<file path="config.mk">
export PLATFORM = sky130hd
export DESIGN_NAME = mux_rr_arbiter
export DESIGN_NICKNAME = d
export VERILOG_FILES = /design/src/rtl/mux_rr_arbiter_pkg.sv /design/src/rtl/mux_rr_arbiter_two_input_mux.sv /design/src/rtl/mux_rr_arbiter.sv
export SDC_FILE = /design/constraint.sdc
export NUM_CORES = 1
export LEC_CHECK = 0
export CAP_MARGIN = 20
export CORE_MARGIN = 2
export CORE_UTILIZATION = 27
export DETAILED_ROUTE_END_ITERATION = 7
export HOLD_SLACK_MARGIN = 0.12
export PLACE_DENSITY = 0.85
export SLEW_MARGIN = 20
export SYNTH_ARGS = -nofsm -noshare
export SYNTH_HDL_FRONTEND = slang
export SYNTH_SLANG_ARGS = --single-unit
</file>
<file path="constraint.sdc">
create_clock -name clk -period 2.7 [get_ports clk]
set_clock_uncertainty 0.15 [all_clocks]
set_input_delay 0.405 -clock clk [delete_from_list [all_inputs] [get_ports clk]]
set_output_delay 0.405 -clock clk [all_outputs]
set_load 0.05 [all_outputs]
</file>
<file path="src/rtl/mux_rr_arbiter_pkg.sv">
// Shared types for the two-requester round-robin arbiter.
// State and grant encodings plus the burst counter sizing helper.
package mux_rr_arbiter_pkg;

  typedef enum logic [1:0] {
    IDLE  = 2'd0,
    GNT_A = 2'd1,
    GNT_B = 2'd2
  } state_t;

  typedef enum logic {
    GRANT_B = 1'b0,
    GRANT_A = 1'b1
  } grant_t;

  function automatic int cnt_width(input int max_burst);
    return (max_burst > 0) ? $clog2(max_burst + 1) : 1;
  endfunction

endpackage

</file>
<file path="src/rtl/mux_rr_arbiter_two_input_mux.sv">
// Shared 2:1 datapath mux; sel=1 selects a.
// Purely combinational.
module two_input_mux #(
  parameter int WIDTH = 32
) (
  input  logic [WIDTH-1:0] a,
  input  logic [WIDTH-1:0] b,
  input  logic             sel,
  output logic [WIDTH-1:0] out
);

  assign out = sel ? a : b;

endmodule

</file>
<file path="src/rtl/mux_rr_arbiter.sv">
// Round-robin arbiter granting A or B onto one shared datapath.
// Forwards the granted word with valid/ready and acks the requester.
module mux_rr_arbiter
  import mux_rr_arbiter_pkg::*;
#(
  parameter int WIDTH     = 32,
  parameter int MAX_BURST = 4
) (
  input  logic             clk,
  input  logic             rst,
  input  logic             a_req,
  input  logic [WIDTH-1:0] a_data,
  output logic             a_ack,
  input  logic             b_req,
  input  logic [WIDTH-1:0] b_data,
  output logic             b_ack,
  output logic             out_valid,
  output logic [WIDTH-1:0] out_data,
  input  logic             out_ready,
  output logic             mux_sel
);

  localparam int      CW      = cnt_width(MAX_BURST);
  localparam int      LIM     = (MAX_BURST > 0) ? MAX_BURST - 1 : 0;
  localparam logic [CW-1:0] LAST = CW'(LIM);
  localparam bit      LIMITED = (MAX_BURST != 0);

  state_t          state;
  state_t          state_nxt;
  grant_t          last_grant;
  logic [CW-1:0]   burst_cnt;
  logic [CW-1:0]   burst_nxt;
  logic            gnt_a;
  logic            gnt_b;
  logic            transfer;
  logic            limit_hit;

  always_comb begin
    gnt_a     = (state == GNT_A);
    gnt_b     = (state == GNT_B);
    out_valid = (gnt_a & a_req) | (gnt_b & b_req);
    transfer  = out_valid & out_ready;
    a_ack     = gnt_a & transfer;
    b_ack     = gnt_b & transfer;
    limit_hit = LIMITED && transfer && (burst_cnt == LAST);
    state_nxt = state;
    burst_nxt = burst_cnt;
    unique case (state)
      IDLE: begin
        if (a_req && (!b_req || last_grant == GRANT_B))
          state_nxt = GNT_A;
        else if (b_req)
          state_nxt = GNT_B;
      end
      GNT_A: begin
        if (!a_req) begin
          state_nxt = b_req ? GNT_B : IDLE;
        end else if (limit_hit) begin
          // Limit reached: yield if B waits, else restart the burst.
          if (b_req) state_nxt = GNT_B;
          burst_nxt = '0;
        end else if (transfer && LIMITED) begin
          burst_nxt = burst_cnt + CW'(1);
        end
      end
      GNT_B: begin
        if (!b_req) begin
          state_nxt = a_req ? GNT_A : IDLE;
        end else if (limit_hit) begin
          if (a_req) state_nxt = GNT_A;
          burst_nxt = '0;
        end else if (transfer && LIMITED) begin
          burst_nxt = burst_cnt + CW'(1);
        end
      end
      default: state_nxt = IDLE;
    endcase
  end

  always_ff @(posedge clk or posedge rst) begin
    if (rst) begin
      state      <= IDLE;
      mux_sel    <= 1'b0;
      last_grant <= GRANT_B;
      burst_cnt  <= '0;
    end else begin
      state     <= state_nxt;
      burst_cnt <= burst_nxt;
      if (state_nxt == GNT_A && state != GNT_A) begin
        mux_sel    <= 1'b1;
        last_grant <= GRANT_A;
        burst_cnt  <= '0;
      end else if (state_nxt == GNT_B && state != GNT_B) begin
        mux_sel    <= 1'b0;
        last_grant <= GRANT_B;
        burst_cnt  <= '0;
      end
    end
  end

  two_input_mux #(
    .WIDTH(WIDTH)
  ) u_mux (
    .a  (a_data),
    .b  (b_data),
    .sel(mux_sel),
    .out(out_data)
  );

endmodule

</file>
==> results of run 1 <==
## worst min path at each step
| stage | to | slack [ps] | depth (start not counted) |
|---|---|---|---|
| 6_report | burst_cnt[0]$_DFFE_PP0P_ | 220 | 2 |
| 5_1_grt | burst_cnt[0]$_DFFE_PP0P_ | 250 | 2 |
| 4_1_cts | burst_cnt[0]$_DFFE_PP0P_ | 230 | 2 |
| 3_5_place_dp | burst_cnt[2]$_DFFE_PP0P_ | 420 | 2 |
| 3_3_place_gp | burst_cnt[2]$_DFFE_PP0P_ | 410 | 2 |
| 2_1_floorplan | burst_cnt[0]$_DFFE_PP0P_ | 50 | 1 |
## power breakdown
part | switching (uW) | internal, uW | total, uW
clock network | 32.3 | 50.3 | 82.5
registers | 32.4 | 117 | 150
logic | 991 | 694 | 1690
total | 1060 | 862 | 1920
## synthesized netlist by cell type
cell        n  area [um2]
mux2_2     29         327
nand2b_1    1        6.26
clkbuf_1    4        15.0
nand3_2     1        10.0
o21ai_0     1        5.00
and2_1      1        6.26
a2111oi_2   1        15.0
nand3_1     1        5.00
o22ai_1     2        12.5
a2111oi_4   1        27.5
mux2_1      3        33.8
mux2i_1     3        30.0
nor3_1      3        15.0
a22oi_2     1        12.5
o21bai_1    1        7.51
nand2_1     2        7.51
nand3b_1    1        7.51
nand4_1     1        6.26
and4_1      1        8.76
nor2_1      5        18.8
dfrtp_1     6         150
nand4b_1    2        17.5
and3_1      2        12.5
o211a_1     1        10.0
inv_1       5        18.8
nor2b_1     3        18.8
ha_1        5        62.6
a21oi_1     3        15.0
inv_2       1        3.75
## cell families (layout without fill, tap and decap cells)
logic type	Yosys count	count (layout)
AOI/OAI and AO/OA	11	11
adders and majority gates	5	5
buffers and inverters	10	115
DFF	6	6
muxes	35	35
and+or+nand+nor	24	24
## routing by layer
layer | up-vias | global-route usage (%) | share of wire [%]
met5 | - | 0 | 0
met4 | 0 | 5.59 | 0.67
met3 | 3 | 6.30 | 9.3
met2 | 61 | 31.8 | 56
met1 | 527 | 17.0 | 34
li1 | 548 | - | -
## stage by stage
stage | setup WS [ps] | std cells | hold WS (ps) | total power (uW) | util, %
5_1_grt | 219 | 240 | 251 | 2000 | 65.9
3_5_place_dp | 272 | 237 | 425 | 1850 | 65.1
6_report | 332 | 240 | 221 | 1920 | 65.9
4_1_cts | 347 | 240 | 229 | 1940 | 65.9
3_3_place_gp | 415 | 237 | 407 | 1820 | 65.1
2_1_floorplan | 411 | 91 | 46.0 | 1270 | -
## sequential cells by signal, indices dropped and copies added, names as in the netlist
| register | flops |
|---|---|
| state | 2 |
| burst_cnt | 3 |
| last_grant | 1 |
## final cells by class
type / count / area (um2)
clock buffer: 3 / 22.5
fill: 260 / 1050
inverter: 6 / 22.5
multi-input combinational: 75 / 698
sequential: 6 / 150
tap: 44 / 55.1
timing repair buffer: 106 / 1080
## critical path: stages, from the launching register on
cell	delay [ps]
dfrtp_1	450
inv_1	90
ha_1	300
a22oi_2	290
inv_2	70
and3_1	210
buf_12	150
==> results.yml, run 1 <==
clock_network:
  worst_skew_pair.late_latency_ps: 250
  ctsResizeCount: 0
  clk_pin_slew_worst_paths_ps: 40
  cts_buffer_depth: 2
  tritoncts: "built"
  hold_buffers: 0
  cts-buffers-inserted: 3
  postCtsSetupBuffers: 0
  root_driver: "clkbuf_4"
  clock_sinks: 6
  clock_tree.htree_level_count: 1
logic_synthesis:
  synth_mux_area_share_pct: 44.1
  synthesis.instances: 91
  synth-simple-area-share_pct: 15.8
  synthesis.area_per_instance_um2: 9.73
  synth_top_family_by_area: "multiplexers"
  synth-compound-area-share_pct: 11.9
  synth-warning-count: 0
  yosys_register_bits: 6
  post_synth_num_cell_types: 29
  syn-cell-area_um2: 886
  synth_xor_xnor_area_share_pct: 0
  ys_seq_area_share_pct: 16.9
  mappedNetlistNets: 165
  synth_adder_area_share_pct: 7.06
layout:
  final_layout_net_count: 272
  insertedDiodeCount: 0
  postLayoutCellArea_um2: 2030
  mostFrequentLayoutCell: "clkdlybuf4s50_1"
  most-common-layout-cells: "clkdlybuf4s50_1 (68), mux2_2 (29), buf_4 (29)"
  area_growth_pct: 129
  final_layout_size_suffix_gt1_share_pct: 38.3
drt:
  route.detailed.wl_per_inst_um: 14.3
  detail_route.vias_per_cell: 4.75
  detailedRoute.firstPassIterationCount: 4
  drc_errors: 0
  finalWirelength_um: 3430
  initialDrtViolationCount: 7
  route.vias.total: 1139
  route.antenna.remaining_nets: 0
sta:
  worst-slew-pin-transition_ps: 566
  drv_slew: 0
  setup_viol_count_final: 0
  timing_hold_violations_final: 0
  setup_total_negative_slack_ps: 0
  fmax_mhz: 422
  timing.max_slew.rel_slack_pct: 62.0
  rsz0062_at_grt: "no"
  post-route-period-util_pct: 87.7
  timing.final.crit_period_ps: 2370
worst_setup_path:
  r2r_end: "burst_cnt[2]$_DFFE_PP0P_"
  cp.required_ps: 2140
  critical_path.endpoint: "a_ack"
  worstSetupPathType: "reg2out"
  timing.critical_path.fanout_max: 6
  worstSetupStartpoint: "state[0]$_DFF_PP0_"
  timing.critical_path.to_type: "output pin"
  reg2reg_slack_ps: 380
  critical_path.startpoint_type: "register"
  worst-r2r-cell-count: 7
  worst_ep_arrival_time_ps: 1810
  worst_r2r_startpoint: "state[0]$_DFF_PP0_"
floorplan:
  placement_rows: 20
  start_util_pct: 28.8
  core_area_um2: 3080
  die_height_um: 61.3
  die_width_um: 61.3
  dieArea_um2: 3760
  io_pins: 105
global_routing:
  first_pass_grt_wire_length_um: 4710
  globalRoute.totalOverflow: 0
  number_of_global_route_vias_before_repair: 1115
  pin_count_of_the_biggest_net_entering_global_routing: 23
  number_of_antenna_violations_at_the_first_check_in_global_routing: 0
  grt_usage_pct: 16.9
power:
  pwr_density_cell_nw_per_um2: 946
  static-leakage-power_uw: 0.000866
  worst_ir_drop_vdd_v: 0.000479
flow_run:
  cap_violations: 0
placed_design:
  place.detailed.hpwl_um: 3070
  numPortBuffers: 104
  placedInstanceArea_um2: 2000
  finalWeightedCongestion: 0.845
min_path:
  hold_path.class: "in2async"
outcome:
  status: "finished, final reports clean"
(Power assumes the default switching activity.)
==> run 2: changes to the inputs <==
--- a/config.mk
+++ b/config.mk
@@ -6,11 +6,13 @@
 export NUM_CORES = 1
 export LEC_CHECK = 0
 export CAP_MARGIN = 20
+export CELL_PAD_IN_SITES_DETAIL_PLACEMENT = 0
+export CELL_PAD_IN_SITES_GLOBAL_PLACEMENT = 1
 export CORE_MARGIN = 2
-export CORE_UTILIZATION = 27
+export CORE_UTILIZATION = 17
 export DETAILED_ROUTE_END_ITERATION = 7
 export HOLD_SLACK_MARGIN = 0.12
-export PLACE_DENSITY = 0.85
+export PLACE_DENSITY = 0.84
 export SLEW_MARGIN = 20
 export SYNTH_ARGS = -nofsm -noshare
 export SYNTH_HDL_FRONTEND = slang
==> run 2 against run 1 <==
  * Global-route usage decreased by 5.5 points
  * Clock-buffer cell count is the same
  * Worst setup slack gained 70 ps
  * Register-to-register slack improved by 30 ps
  * Hold slack gained 42 ps
  * Combinational power about the same
  * Clock power increased by 61%
  * Sequential share of layout area is 0.18 points lower
  * Non-clock buffer count unchanged
  * Design area up 2.5%
  * Core utilization is 25 points lower
  * Fmax is 3.0% higher
  * Largest cell class unchanged
==> results.yml, run 2 (same netlist as run 1, synthesis figures left out) <==
outcome:
  status: "finished, final reports clean"
worst_setup_path:
  timing.critical_path.to_type: "output pin"
  worstSetupPathType: "reg2out"
  worst_path_largest_cell_delay_ps: 430
  worst_ep_arrival_time_ps: 1740
  crit_chain: "inv_1 > ha_1 > a22oi_2 > inv_2 > and3_1 > buf_12"
  critical_path_buf_inv_count: 3
  critPathTopFamily: "flip-flops"
  critical_path.startpoint_type: "register"
  reg2reg_slack_ps: 410
  cp.required_ps: 2140
  timing.critical_path.fanout_max: 6
  crit_slowest_cell: "dfrtp_1"
drt:
  finalWirelength_um: 3230
  route.detailed.wl_per_inst_um: 12.2
  detail_route.vias_per_cell: 4.10
  initialDrtViolationCount: 23
  detailedRoute.firstPassIterationCount: 4
  route.antenna.remaining_nets: 0
  drc_errors: 0
  route.vias.total: 1090
layout:
  final_util_pct: 41.0
  fillers: 522
  largest-register: "burst_cnt"
  largest_register_ffs: 3
  most-common-layout-cells: "clkdlybuf4s50_1 (68), mux2_2 (29), buf_4 (29)"
  mostFrequentLayoutCell: "clkdlybuf4s50_1"
  finish.cell_count_without_fillers: 266
  reg.largest.list: "burst_cnt x3, state x2, last_grant x1"
  final_layout_net_count: 272
  area_growth_pct: 135
  postLayoutCellArea_um2: 2080
  final_layout_size_suffix_gt1_share_pct: 38.3
  insertedDiodeCount: 0
flow_run:
  cap_violations: 0
global_routing:
  globalRoute.totalOverflow: 0
  first_pass_grt_wire_length_um: 5380
  pin_count_of_the_biggest_net_entering_global_routing: 29
  globalRouteMet2Util_pct: 20.0
  grt_usage_pct: 11.4
  number_of_antenna_violations_at_the_first_check_in_global_routing: 0
  number_of_global_route_vias_before_repair: 1136
  grtUsageMet3_pct: 3.20
  busiest_layer: "met2"
  met1_usage_pct: 13.3
sta:
  drv_slew: 0
  setup_total_negative_slack_ps: 0
  post-route-period-util_pct: 85.1
  fin_ws_ps: 402
  timing_hold_violations_final: 0
  fmax_mhz: 435
  worst-slew-pin-transition_ps: 409
  setup_viol_count_final: 0
  timing.final.crit_period_ps: 2300
  timing.max_slew.rel_slack_pct: 72.7
  rsz0062_at_grt: "no"
floorplan:
  die_width_um: 76.2
  core_area_um2: 5070
  die_height_um: 76.2
  dieArea_um2: 5800
  io_pins: 105
  start_util_pct: 17.5
  placement_rows: 26
clock_network:
  cts-buffers-inserted: 3
  postCtsSetupBuffers: 0
  ctsResizeCount: 0
  root_driver: "clkbuf_8"
  tritoncts: "built"
  cts_buffer_depth: 2
  hold_buffers: 0
  clock_sinks: 6
  clk_pin_slew_worst_paths_ps: 40
  worst_skew_pair.late_latency_ps: 220
  clock_tree.htree_level_count: 1
min_path:
  hold_path.class: "in2async"
placed_design:
  placedInstanceArea_um2: 2040
  post-place-cells: 263
  placement.setup.worst_slack_ps: 265
  finalWeightedCongestion: 0.785
  place.detailed.hpwl_um: 2750
  numPortBuffers: 104
power:
  worst_ir_drop_vdd_v: 0.000477
  pwr_density_cell_nw_per_um2: 949
  static-leakage-power_uw: 0.000874
==> run 2: cell counts in the layout (fill, tap and decap cells not counted) <==
No cell type changed its count.
==> run 2: area by class of cell <==
cell class                      count  area [um2]  area share, %
Clock buffer                        3        41.3           1.99
Inverter                            6        22.5           1.08
Multi-Input combinational cell     75         698           33.6
Sequential cell                     6         150           7.22
Tap cell                           70        87.6           4.21
Timing Repair Buffer              106        1080           51.9
==> run 2: worst paths after layout <==
kind,from,endpoint,cells after the start
max,state[0]$_DFF_PP0_,a_ack,6
min,rst,burst_cnt[2]$_DFFE_PP0P_,2
max reg2reg,state[0]$_DFF_PP0_,burst_cnt[2]$_DFFE_PP0P_,7
min reg2reg,burst_cnt[2]$_DFFE_PP0P_,burst_cnt[2]$_DFFE_PP0P_,2
max in group asynchronous,rst,last_grant$_DFFE_PP0P_,2
min in group clk,burst_cnt[2]$_DFFE_PP0P_,burst_cnt[2]$_DFFE_PP0P_,2
==> run 2: where the power goes <==
| group | internal (uW) | switching (uW) | total [uW] |
|---|---|---|---|
| Clock | 95.6 | 37.0 | 133 |
| Combinational | 697 | 972 | 1670 |
| Sequential | 117 | 53.0 | 170 |
| Total | 910 | 1060 | 1970 |
==> run 2: metrics by stage <==
stage	power [uW]	hold WS [ps]
floorplan	1270	46.0
global placement	1840	410
detailed placement	1850	417
CTS	1990	276
global route	2090	292
finish	1970	263
==> run 2: metal layers <==
layer	vias up	wire length (um)
li1	549	-
met1	493	1310
met2	48	1720
met3	0	206
met4	0	0
met5	-	0
==> run 3: changes to the inputs <==
--- a/config.mk
+++ b/config.mk
@@ -13,7 +13,6 @@
 export DETAILED_ROUTE_END_ITERATION = 7
 export HOLD_SLACK_MARGIN = 0.12
 export PLACE_DENSITY = 0.84
-export SLEW_MARGIN = 20
 export SYNTH_ARGS = -nofsm -noshare
 export SYNTH_HDL_FRONTEND = slang
 export SYNTH_SLANG_ARGS = --single-unit
==> constraint.sdc (replaced) <==
create_clock -name clk -period 2.7 [get_ports clk]
set_clock_uncertainty 0.15 [all_clocks]
set_input_delay 0.54 -clock clk [delete_from_list [all_inputs] [get_ports clk]]
set_output_delay 0.54 -clock clk [all_outputs]
set_load 0.05 [all_outputs]
==> run 3 against run 2 <==
  * Routed wire length is 5.3% higher
  * Combinational power hardly changed
  * Sequential share of layout area stayed put
  * Flip-flop and latch count stayed put
  * Core utilization stayed put
  * Non-clock buffer count stayed put
  * Die area stayed put
  * Hold slack better by 120 ps
==> results.yml, run 3 (same netlist as run 1, synthesis figures left out) <==
outcome:
  status: "finished, final reports clean"
layout:
  most-common-layout-cells: "clkdlybuf4s50_1 (68), mux2_2 (29), buf_4 (29)"
  final_layout_net_count: 272
  largest_register_ffs: 3
  largest-register: "burst_cnt"
  mostFrequentLayoutCell: "clkdlybuf4s50_1"
  final_layout_size_suffix_gt1_share_pct: 38.3
  fillers: 522
  area_growth_pct: 135
  final_util_pct: 41.0
  reg.largest.list: "burst_cnt x3, state x2, last_grant x1"
  insertedDiodeCount: 0
worst_setup_path:
  worstSetupStartpoint: "a_req"
  timing.critical_path.to_type: "output pin"
  worst_ep_arrival_time_ps: 1840
  worst_r2r_startpoint: "state[0]$_DFF_PP0_"
  worst-r2r-cell-count: 7
  cp.required_ps: 2010
  reg2reg_slack_ps: 430
  timing.critical_path.fanout_max: 9
  worstSetupPathType: "in2out"
  critical_path.startpoint_type: "input pin"
  r2r_end: "burst_cnt[2]$_DFFE_PP0P_"
  critical_path.endpoint: "b_ack"
global_routing:
  number_of_global_route_vias_before_repair: 1145
  globalRoute.totalOverflow: 0
  first_pass_grt_wire_length_um: 5460
  grt_usage_pct: 11.6
  pin_count_of_the_biggest_net_entering_global_routing: 36
  number_of_antenna_violations_at_the_first_check_in_global_routing: 0
placed_design:
  placement.setup.worst_slack_ps: 159
  finalWeightedCongestion: 0.808
  numPortBuffers: 104
  place.detailed.hpwl_um: 2900
sta:
  rsz0062_at_grt: "no"
  fin_ws_ps: 166
  setup_total_negative_slack_ps: 0
  timing.final.crit_period_ps: 2530
  timing.max_slew.rel_slack_pct: 71.0
  holdWs_ps: 386
  post-route-period-util_pct: 93.8
  worst-slew-pin-transition_ps: 435
  setup_viol_count_final: 0
  drv_slew: 0
  timing_hold_violations_final: 0
  fmax_mhz: 395
drt:
  route.detailed.wl_per_inst_um: 12.8
  initialDrtViolationCount: 29
  route.vias.total: 1112
  drc_errors: 0
  detailedRoute.firstPassIterationCount: 4
  finalWirelength_um: 3400
  detail_route.vias_per_cell: 4.18
  route.antenna.remaining_nets: 0
power:
  static-leakage-power_uw: 0.000873
  pwr_density_cell_nw_per_um2: 945
  worst_ir_drop_vdd_v: 0.000409
floorplan:
  io_pins: 105
  placement_rows: 26
  dieArea_um2: 5800
  die_width_um: 76.2
  start_util_pct: 17.5
  core_area_um2: 5070
  die_height_um: 76.2
clock_network:
  postCtsSetupBuffers: 0
  ctsResizeCount: 0
  worst_skew_pair.late_latency_ps: 220
  tritoncts: "built"
  cts_buffer_depth: 2
  cts-buffers-inserted: 3
  root_driver: "clkbuf_8"
  hold_buffers: 0
  clk_pin_slew_worst_paths_ps: 40
  clock_sinks: 6
  clock_tree.htree_level_count: 1
flow_run:
  cap_violations: 0
min_path:
  hold_path.class: "in2async"
-- run 3: critical path, cell delays in order --
cell and delay (ps):
clkdlybuf4s50_1 550, a22oi_2 290, inv_2 90, and3_1 220, buf_12 150
-- run 3: stage by stage --
| stage | cell area [um2] | cells | power [uW] |
|---|---|---|---|
| after global routing | 2080 | 266 | 2070 |
| after CTS | 2080 | 266 | 1990 |
| after global placement | 2040 | 263 | 1840 |
| after floorplan | 886 | 91 | 1270 |
| after detailed placement | 2040 | 263 | 1850 |
| final | 2080 | 266 | 1960 |
-- run 3: power breakdown --
part           leakage [uW]  internal (uW)  switching (uW)  total [uW]
Combinational      0.000773            692             995        1690
Clock             0.0000216           95.5            35.8         131
Sequential        0.0000782            117            27.5         145
Total              0.000873            905            1060        1960
-- run 3: area by class of cell --
cell class,instances,area (um2),area share (%)
flip-flops and latches,6,150,7.22
well taps,70,87.6,4.21
inverters,6,22.5,1.08
multi-input cells,75,698,33.6
repair buffers,106,1080,51.9
clock buffers,3,41.3,1.99
-- run 3: routing by layer --
layer | vias to the layer above | routed length, um | share of wire (%) | track usage [%]
li1 | 552 | - | - | -
met1 | 509 | 1290 | 38 | 12.2
met2 | 49 | 1890 | 55 | 21.9
met3 | 2 | 211 | 6.2 | 2.73
met4 | 0 | 14 | 0.41 | 4.91
met5 | - | 0 | 0 | 0
-- run 3: worst min path at each step --
stage	start	to	slack, ps
3_5_place_dp	burst_cnt[2]$_DFFE_PP0P_	burst_cnt[2]$_DFFE_PP0P_	420
2_1_floorplan	rst	burst_cnt[0]$_DFFE_PP0P_	180
4_1_cts	rst	burst_cnt[1]$_DFFE_PP0P_	390
6_report	rst	burst_cnt[1]$_DFFE_PP0P_	390
5_1_grt	rst	state[1]$_DFF_PP0_	430
3_3_place_gp	burst_cnt[2]$_DFFE_PP0P_	burst_cnt[2]$_DFFE_PP0P_	410
